File: config.mk
export PLATFORM = sky130hd
export DESIGN_NAME = vga_tile_timing
export DESIGN_NICKNAME = d
export VERILOG_FILES = /design/src/rtl/vga_tile_timing.sv
export SDC_FILE = /design/constraint.sdc
export NUM_CORES = 1
export LEC_CHECK = 0
export BUFFER_PORTS_ARGS = -buffer_cell sky130_fd_sc_hd__buf_4
export CAP_MARGIN = 20
export CELL_PAD_IN_SITES_DETAIL_PLACEMENT = 1
export CELL_PAD_IN_SITES_GLOBAL_PLACEMENT = 2
export CORE_UTILIZATION = 42
export DETAILED_ROUTE_END_ITERATION = 8
export PLACE_DENSITY = 0.89
export SETUP_SLACK_MARGIN = 0.15
export SYNTH_ARGS = -nofsm -noshare
export SYNTH_HDL_FRONTEND = slang
export SYNTH_SLANG_ARGS = --single-unit
File: constraint.sdc
create_clock -name i_Clk -period 4.7 [get_ports i_Clk]
set_clock_uncertainty 0.15 [all_clocks]
set_input_delay 0.235 -clock i_Clk [delete_from_list [all_inputs] [get_ports i_Clk]]
set_output_delay 0.235 -clock i_Clk [all_outputs]
set_load 0.01 [all_outputs]
File: src/rtl/vga_tile_timing.sv
// vga_tile_timing: VGA raster timing generator with tile-grid tracking.
// Produces h/v sync, active-video, pixel coordinates, tile (cell)
// coordinates, a frame-start pulse and a frame-divided game tick. All
// outputs are registered one cycle behind the raster counters.
// Optional build macro VGA_TILE_SYNC_DELAY_EN: sync and active take two
// extra register stages (3-cycle latency) so they line up with a 2-stage
// lookup that is driven by the coordinate outputs.
module vga_tile_timing #(
  parameter int H_SYNC      = 92,
  parameter int H_BP        = 50,
  parameter int H_DISP      = 640,
  parameter int H_FP        = 18,
  parameter int V_SYNC      = 2,
  parameter int V_BP        = 33,
  parameter int V_DISP      = 480,
  parameter int V_FP        = 10,
  parameter int TILE_W      = 32,
  parameter int TILE_H      = 32,
  parameter bit SYNC_POL    = 1'b0,
  parameter int TICK_FRAMES = 30,
  parameter int CX_W        = 5,
  parameter int CY_W        = 4
) (
  input  logic            i_Clk,
  input  logic            i_Rst_n,
  output logic            o_HSync,
  output logic            o_VSync,
  output logic            o_Active,
  output logic [9:0]      o_Px_X,
  output logic [9:0]      o_Px_Y,
  output logic [CX_W-1:0] o_Cell_X,
  output logic [CY_W-1:0] o_Cell_Y,
  output logic            o_Frame_Start,
  output logic            o_Game_Tick
);

  localparam int H_TOTAL = H_SYNC + H_BP + H_DISP + H_FP;
  localparam int V_TOTAL = V_SYNC + V_BP + V_DISP + V_FP;
  localparam int H_W  = $clog2(H_TOTAL);
  localparam int V_W  = $clog2(V_TOTAL);
  localparam int TX_W = (TILE_W > 1) ? $clog2(TILE_W) : 1;
  localparam int TY_W = (TILE_H > 1) ? $clog2(TILE_H) : 1;
  localparam int FC_W = (TICK_FRAMES > 1) ? $clog2(TICK_FRAMES) : 1;

  localparam logic [H_W-1:0]  H_LAST     = H_W'(H_TOTAL - 1);
  localparam logic [H_W-1:0]  H_SYNC_END = H_W'(H_SYNC);
  localparam logic [H_W-1:0]  H_ACT_S    = H_W'(H_SYNC + H_BP);
  localparam logic [H_W-1:0]  H_ACT_E    = H_W'(H_SYNC + H_BP + H_DISP);
  localparam logic [V_W-1:0]  V_LAST     = V_W'(V_TOTAL - 1);
  localparam logic [V_W-1:0]  V_SYNC_END = V_W'(V_SYNC);
  localparam logic [V_W-1:0]  V_ACT_S    = V_W'(V_SYNC + V_BP);
  localparam logic [V_W-1:0]  V_ACT_E    = V_W'(V_SYNC + V_BP + V_DISP);
  localparam logic [TX_W-1:0] TX_LAST    = TX_W'(TILE_W - 1);
  localparam logic [TY_W-1:0] TY_LAST    = TY_W'(TILE_H - 1);
  localparam logic [FC_W-1:0] FC_LAST    = FC_W'(TICK_FRAMES - 1);

  // Elaboration-time sanity checks on the configuration.
  if (H_DISP % TILE_W != 0) begin : g_bad_tile_w
    $error("TILE_W must divide H_DISP");
  end
  if (V_DISP % TILE_H != 0) begin : g_bad_tile_h
    $error("TILE_H must divide V_DISP");
  end
  if ((H_DISP / TILE_W - 1) >= (1 << CX_W)) begin : g_bad_cx_w
    $error("CX_W too small for the tile column count");
  end
  if ((V_DISP / TILE_H - 1) >= (1 << CY_W)) begin : g_bad_cy_w
    $error("CY_W too small for the tile row count");
  end
  if (TICK_FRAMES < 1) begin : g_bad_tick
    $error("TICK_FRAMES must be at least 1");
  end
  if (H_DISP > 1024 || V_DISP > 1024) begin : g_bad_disp
    $error("pixel coordinates are 10 bits wide");
  end

  logic [H_W-1:0]  h_cnt;
  logic [V_W-1:0]  v_cnt;
  logic [TX_W-1:0] tx;
  logic [TY_W-1:0] ty;
  logic [CX_W-1:0] cx;
  logic [CY_W-1:0] cy;
  logic [FC_W-1:0] fc;

  // Decode of the current raster position (before the next edge).
  logic h_wrap, v_wrap, h_act, v_act, h_sync_on, v_sync_on;
  logic tick_event, tick_hit;
  assign h_wrap     = (h_cnt == H_LAST);
  assign v_wrap     = (v_cnt == V_LAST);
  assign h_act      = (h_cnt >= H_ACT_S) && (h_cnt < H_ACT_E);
  assign v_act      = (v_cnt >= V_ACT_S) && (v_cnt < V_ACT_E);
  assign h_sync_on  = (h_cnt < H_SYNC_END);
  assign v_sync_on  = (v_cnt < V_SYNC_END);
  assign tick_event = (h_cnt == '0) && (v_cnt == V_ACT_E);
  assign tick_hit   = tick_event && (fc == FC_LAST);

  // Raster counters: h wraps every line, v advances on each h wrap.
  always_ff @(posedge i_Clk or negedge i_Rst_n) begin
    if (!i_Rst_n) begin
      h_cnt <= '0;
      v_cnt <= '0;
    end else begin
      h_cnt <= h_wrap ? '0 : h_cnt + 1'b1;
      if (h_wrap) v_cnt <= v_wrap ? '0 : v_cnt + 1'b1;
    end
  end

  // Tile column: held at 0 outside the active span, steps every TILE_W pixels.
  always_ff @(posedge i_Clk or negedge i_Rst_n) begin
    if (!i_Rst_n) begin
      tx <= '0;
      cx <= '0;
    end else if (!h_act) begin
      tx <= '0;
      cx <= '0;
    end else if (tx == TX_LAST) begin
      tx <= '0;
      cx <= cx + 1'b1;
    end else begin
      tx <= tx + 1'b1;
    end
  end

  // Tile row: updated only at line wrap so it is stable across a whole line.
  always_ff @(posedge i_Clk or negedge i_Rst_n) begin
    if (!i_Rst_n) begin
      ty <= '0;
      cy <= '0;
    end else if (h_wrap) begin
      if (!v_act) begin
        ty <= '0;
        cy <= '0;
      end else if (ty == TY_LAST) begin
        ty <= '0;
        cy <= cy + 1'b1;
      end else begin
        ty <= ty + 1'b1;
      end
    end
  end

  // Frame counter for the game tick, advanced on the first front-porch line.
  always_ff @(posedge i_Clk or negedge i_Rst_n) begin
    if (!i_Rst_n) fc <= '0;
    else if (tick_event) fc <= (fc == FC_LAST) ? '0 : fc + 1'b1;
  end

  // Registered coordinate and pulse outputs (1-cycle latency).
  always_ff @(posedge i_Clk or negedge i_Rst_n) begin
    if (!i_Rst_n) begin
      o_Px_X        <= '0;
      o_Px_Y        <= '0;
      o_Cell_X      <= '0;
      o_Cell_Y      <= '0;
      o_Frame_Start <= 1'b0;
      o_Game_Tick   <= 1'b0;
    end else begin
      o_Px_X        <= (h_act && v_act) ? 10'(h_cnt - H_ACT_S) : '0;
      o_Px_Y        <= v_act ? 10'(v_cnt - V_ACT_S) : '0;
      o_Cell_X      <= h_act ? cx : '0;
      o_Cell_Y      <= v_act ? cy : '0;
      o_Frame_Start <= (h_cnt == '0) && (v_cnt == '0);
      o_Game_Tick   <= tick_hit;
    end
  end

`ifdef VGA_TILE_SYNC_DELAY_EN
  logic [2:0] hs_pipe, vs_pipe, act_pipe;

  // Sync/active shift registers: 3 stages total, reset to deasserted.
  always_ff @(posedge i_Clk or negedge i_Rst_n) begin
    if (!i_Rst_n) begin
      hs_pipe  <= {3{~SYNC_POL}};
      vs_pipe  <= {3{~SYNC_POL}};
      act_pipe <= '0;
    end else begin
      hs_pipe  <= {hs_pipe[1:0], h_sync_on ? SYNC_POL : ~SYNC_POL};
      vs_pipe  <= {vs_pipe[1:0], v_sync_on ? SYNC_POL : ~SYNC_POL};
      act_pipe <= {act_pipe[1:0], h_act && v_act};
    end
  end

  assign o_HSync  = hs_pipe[2];
  assign o_VSync  = vs_pipe[2];
  assign o_Active = act_pipe[2];
`else
  // Sync/active registers with the same 1-cycle latency as the coordinates.
  always_ff @(posedge i_Clk or negedge i_Rst_n) begin
    if (!i_Rst_n) begin
      o_HSync  <= ~SYNC_POL;
      o_VSync  <= ~SYNC_POL;
      o_Active <= 1'b0;
    end else begin
      o_HSync  <= h_sync_on ? SYNC_POL : ~SYNC_POL;
      o_VSync  <= v_sync_on ? SYNC_POL : ~SYNC_POL;
      o_Active <= h_act && v_act;
    end
  end
`endif

endmodule

# Word-level counts from Yosys, hierarchy flattened
# Index checks and enable logic that the tools add are counted.
[totals]
wordCells = 65
output_inout_bits = 34
inputBits = 2
ff_bits = 78
[classes]
n_mux = 17
n_lt_le_gt_ge = 6
n_reduce_logical = 9
n_eq_ne = 8
n_addsub = 9
[op_table]
columns = ["op", "count"]
rows = [
  ["2-to-1 mux 10 bit", 4],
  ["2-to-1 mux 5 bit", 8],
  ["== test 10 bit (second input constant)", 3],
  ["adder 10 x 1 -> 10 bit (second input constant)", 2],
  ["adder 5 x 1 -> 5 bit (second input constant)", 4],
  ["logical NOT 10 bit", 2],
  ["less-than comparator 10 bit (second input constant)", 2],
  ["== test 5 bit (second input constant)", 3],
  ["2-to-1 mux 4 bit", 3],
  ["greater-or-equal comparator 10 x 6 -> 1 bit (second input constant)", 1],
  ["greater-or-equal comparator 10 x 8 -> 1 bit (second input constant)", 1],
  ["less-than comparator 10 x 2 -> 1 bit (second input constant)", 1],
  ["less-than comparator 10 x 7 -> 1 bit (second input constant)", 1],
  ["subtractor 10 x 6 -> 10 bit (second input constant)", 1],
  ["subtractor 10 x 8 -> 10 bit (second input constant)", 1],
  ["logical AND 1 bit", 6],
  ["adder 4 x 1 -> 4 bit (second input constant)", 1],
  ["inequality test 2 x 1 -> 1 bit (second input constant)", 2],
  ["2-to-1 mux 1 bit", 2],
  ["AND reduction 2 bit", 1],
]

# Depth between registers and ports, before layout
[depth]
ltp_word = 4
ltp_mapped = 8
ltp_nobuf = 7

# Least setup slack after synthesis
# No wires, ideal clock.
[synth_path]
path_type = "register to register"
startpoint = "reg v_cnt[0]"
endpoint = "reg o_Px_X[7]"
path_buffers = 2
arrival_ns = 2.097
required_time_ns = 4.456
path_stages_with_launch = 8
setup_time_ns = 0.094
period_less_slack_ns = 2.341
slack_ns = 2.359
path_cell_list = "dfrtp_1 > ha_1 > buf_6 > or4_4 > nor3_4 > nor2_4 > buf_6 > nor4b_4"
[synth_via]
elab_chain_len = 4
word_cells_on_any_way = 5
cone_classes = "order compare: 2; mux: 1; reduce/logical: 2"
[synth_rtl]
columns = ["element", "line", "rtl"]
rows = [
  ["from (decl)", "78", "logic [V_W-1:0] v_cnt;"],
  ["from (signal assigned)", "104", "if (h_wrap) v_cnt <= v_wrap ? '0 : v_cnt + 1'b1;"],
  ["greater-or-equal comparator 10 x 6 -> 1 bit or less-than comparator 10 bit (tied branches)", "91", "assign v_act = (v_cnt >= V_ACT_S) && (v_cnt < V_ACT_E);"],
  ["logical AND 1 bit *", "91", ""],
  ["logical AND 1 bit *", "158", "o_Px_X <= (h_act && v_act) ? 10'(h_cnt - H_ACT_S) : '0;"],
  ["2-to-1 mux 10 bit *", "158", ""],
  ["to (signal assigned)", "158", ""],
  ["to (decl)", "29", "output logic [9:0] o_Px_X,"],
]
# Every way passes the cells marked *; elsewhere a longest branch is shown, timed or not.
# A chain may end at the register's enable or synchronous reset.

# Worst setup path after layout
[layout_path]
startpoint = "reg v_cnt[0]"
endpoint = "reg o_Px_X[0]"
# Same word-level chain as after synthesis.

==> results.json <==
{
  "status": "completed",
  "power.density_nw_per_um2": 294,
  "timing.final.crit_share_pct": 57.6,
  "nFillCells": 936,
  "maxSlewViolCount": 0,
  "firstDrtPassIters": 4,
  "dieArea_um2": 9230,
  "hold_class": "input pin to asynchronous set/reset pin",
  "rows": 33,
  "dpl_worst_slack_ns": 1.94,
  "final_nets": 390,
  "post_cts_buffers": 0,
  "required_ns": 4.74,
  "crit_type": "flip-flop to flip-flop",
  "worst_pin_slew_ns": 1.02,
  "post-route-util_pct": 51.0,
  "dpl.hpwl_mm": 5.21,
  "synth_top_family_by_area": "simple AND/OR/NAND/NOR gates",
  "io_buffer_count": 35,
  "async_flop_share_pct": 100,
  "fmax_ghz": 0.369,
  "place_congestion": 0.727,
  "cp_max_fo": 24,
  "cts_tree": "built",
  "syn_to_final_growth_pct": 15.0,
  "viasPerCell": 5.44,
  "worst_ep_arrival_time_ns": 2.75,
  "syn_avg_cell_area_um2": 10.7,
  "drc": 0,
  "finalSetupViolCount": 0,
  "hold_ws_ns": 0.189,
  "ios": 36,
  "die_x_um": 96.1,
  "vias": 2636,
  "startpoint_type": "flip-flop",
  "cap_violations": 0,
  "synth.distinct_cells": 58,
  "end_kind": "flip-flop",
  "ys.warnings.count": 0,
  "ff_latch_area_um2": 1950,
  "synth-xor-area-share_pct": 6.59,
  "grt_use_total_pct": 18.2,
  "htree_levels": 3,
  "clkTransAtPathRegs_ns": 0.09,
  "clock-sinks": 78,
  "final_hold_viol_count": 0,
  "wl_per_cell_um": 15.9,
  "syn_nets": 363,
  "routed_wl_mm": 7.73,
  "synthAdderAreaFrac_pct": 4.37,
  "p_leak_uw": 0.00200,
  "ir_drop_mv": 0.167,
  "first_iter_violations": 131,
  "grt_pass1_wl_mm": 12.7,
  "ant_nets": 0,
  "rsz0062_at_grt": "false",
  "synthesis.area_um2": 3720,
  "clk_latency_ns": 0.35,
  "start_util_pct": 44.4,
  "layout_commonest_cell": "dfrtp_1",
  "drive_gt1_share_pct": 17.9,
  "fin_crit_ns": 2.71,
  "grt_pass1_vias": 2663,
  "antenna_found_initial": 0,
  "postSynthCellCount": 348,
  "cts-root-buf": "clkbuf_8",
  "timing.final.ws_setup_ns": 1.99,
  "synth-edff-count": 0,
  "synth-compound-area-share_pct": 10.6,
  "tns_ns": 0,
  "gr-total-overflow": 0,
  "layout_common_cells": "dfrtp_1 (76), buf_4 (35), nor2_1 (34), xnor2_1 (21), inv_1 (20)",
  "coreArea_um2": 8380,
  "cts_buffers": 9,
  "ys_seq_area_share_pct": 52.6,
  "grt_max_degree": 79,
  "ys_seq_elements": 78,
  "synthMuxAreaShare_pct": 1.45,
  "synth-simple-area-share_pct": 19.3,
  "synth-main-ff-cell": "dfrtp_1",
  "slew_headroom_pct": 32.1,
  "dp_cells": 466,
  "die_h_um": 96.1,
  "stdcell_count": 485,
  "clockBufferDepth": 2,
  "multi_input_area_um2": 1570,
  "num_antenna_cells": 0
}
## flip-flops by register name (all words and copies together), names as in the netlist
register / cells
h_cnt: 10
o_Px_X: 10
o_Px_Y: 10
v_cnt: 10
cx: 5
fc: 5
o_Cell_X: 5
tx: 5
ty: 5
cy: 4
o_Cell_Y: 4
o_Active: 1
o_Frame_Start: 1
o_Game_Tick: 1
o_HSync: 1
o_VSync: 1
## path summary, 6_finish.rpt
check,startpoint,depth (start not counted),to,slack [ns]
max,v_cnt[0],5,o_Px_X[0],1.99
min,i_Rst_n,2,o_Px_X[7],0.19
max reg2reg,v_cnt[0],5,o_Px_X[0],1.99
min reg2reg,tx[0],1,tx[0],0.34
max in group asynchronous,i_Rst_n,3,o_VSync,3.59
min in group i_Clk,tx[0],1,tx[0],0.34
## what timing repair did
action | 4_1_cts | 5_1_grt
hold buffers | 1 | 0
resized for setup | 0 | 0
hold endpoints to repair | 76 | 0
## per-layer routing
layer	global-route usage [%]	vias to the layer above	routed length [um]
met2	29.3	43	3650
li1	-	1266	-
met4	5.85	0	133
met5	0	-	0
met3	5.21	13	251
met1	23.7	1314	3690
## cell type report
| cell class | count | area share [%] |
|---|---|---|
| Clock buffer | 10 | 3.22 |
| Clock inverter | 6 | 2.19 |
| Inverter | 20 | 1.76 |
| Multi-Input combinational cell | 228 | 36.8 |
| Sequential cell | 78 | 45.7 |
| Tap cell | 105 | 3.07 |
| Timing Repair Buffer | 38 | 7.29 |
## logic make-up after synthesis
family          count (synthesis)
compound gates                 52
flops                          78
buf+inv                        42
xor+xnor                       28
fa+ha+maj                      13
mux                             5
simple gates                  130
## Yosys cell counts, types with 3 or more instances
cell,number,area (um2)
o31ai_1,6,45.0
o21ai_0,11,55.1
mux2_2,3,33.8
nor2_1,34,128
inv_1,20,75.1
nand3_1,6,30.0
o211ai_1,5,37.5
nor4_1,3,18.8
nor3b_1,3,22.5
nand4_1,12,75.1
nand2b_1,3,18.8
or3_1,3,18.8
xor2_1,7,61.3
nand2_1,19,71.3
a21oi_1,6,30.0
buf_2,4,20.0
xnor2_1,21,184
o41ai_1,3,26.3
nor2b_1,6,37.5
buf_6,3,33.8
clkbuf_1,12,45.0
and3_1,11,68.8
nor3_1,17,85.1
dfrtp_1,76,1900
ha_1,13,163
## through the flow
| step | total power [uW] | area, um2 |
|---|---|---|
| 6_report | 1260 | 4280 |
| 5_1_grt | 1310 | 4280 |
| 4_1_cts | 1280 | 4240 |
| 3_5_place_dp | 698 | 4000 |
| 3_3_place_gp | 698 | 4000 |
| 2_1_floorplan | 684 | 3720 |
## power breakdown
| part | internal, uW | switching [uW] | total (uW) |
|---|---|---|---|
| clock | 317 | 254 | 571 |
| combinational | 3.47 | 13.0 | 16.5 |
| sequential | 670 | 0 | 670 |
## critical path, cell delays in order (launching register included)
cell,delay (ns)
dfrtp_1,0.44
ha_1,0.37
o41ai_2,0.58
a21oi_2,0.25
nor2_4,0.61
nor3_1,0.14
No activity file was read; power rests on OpenSTA's default activity.
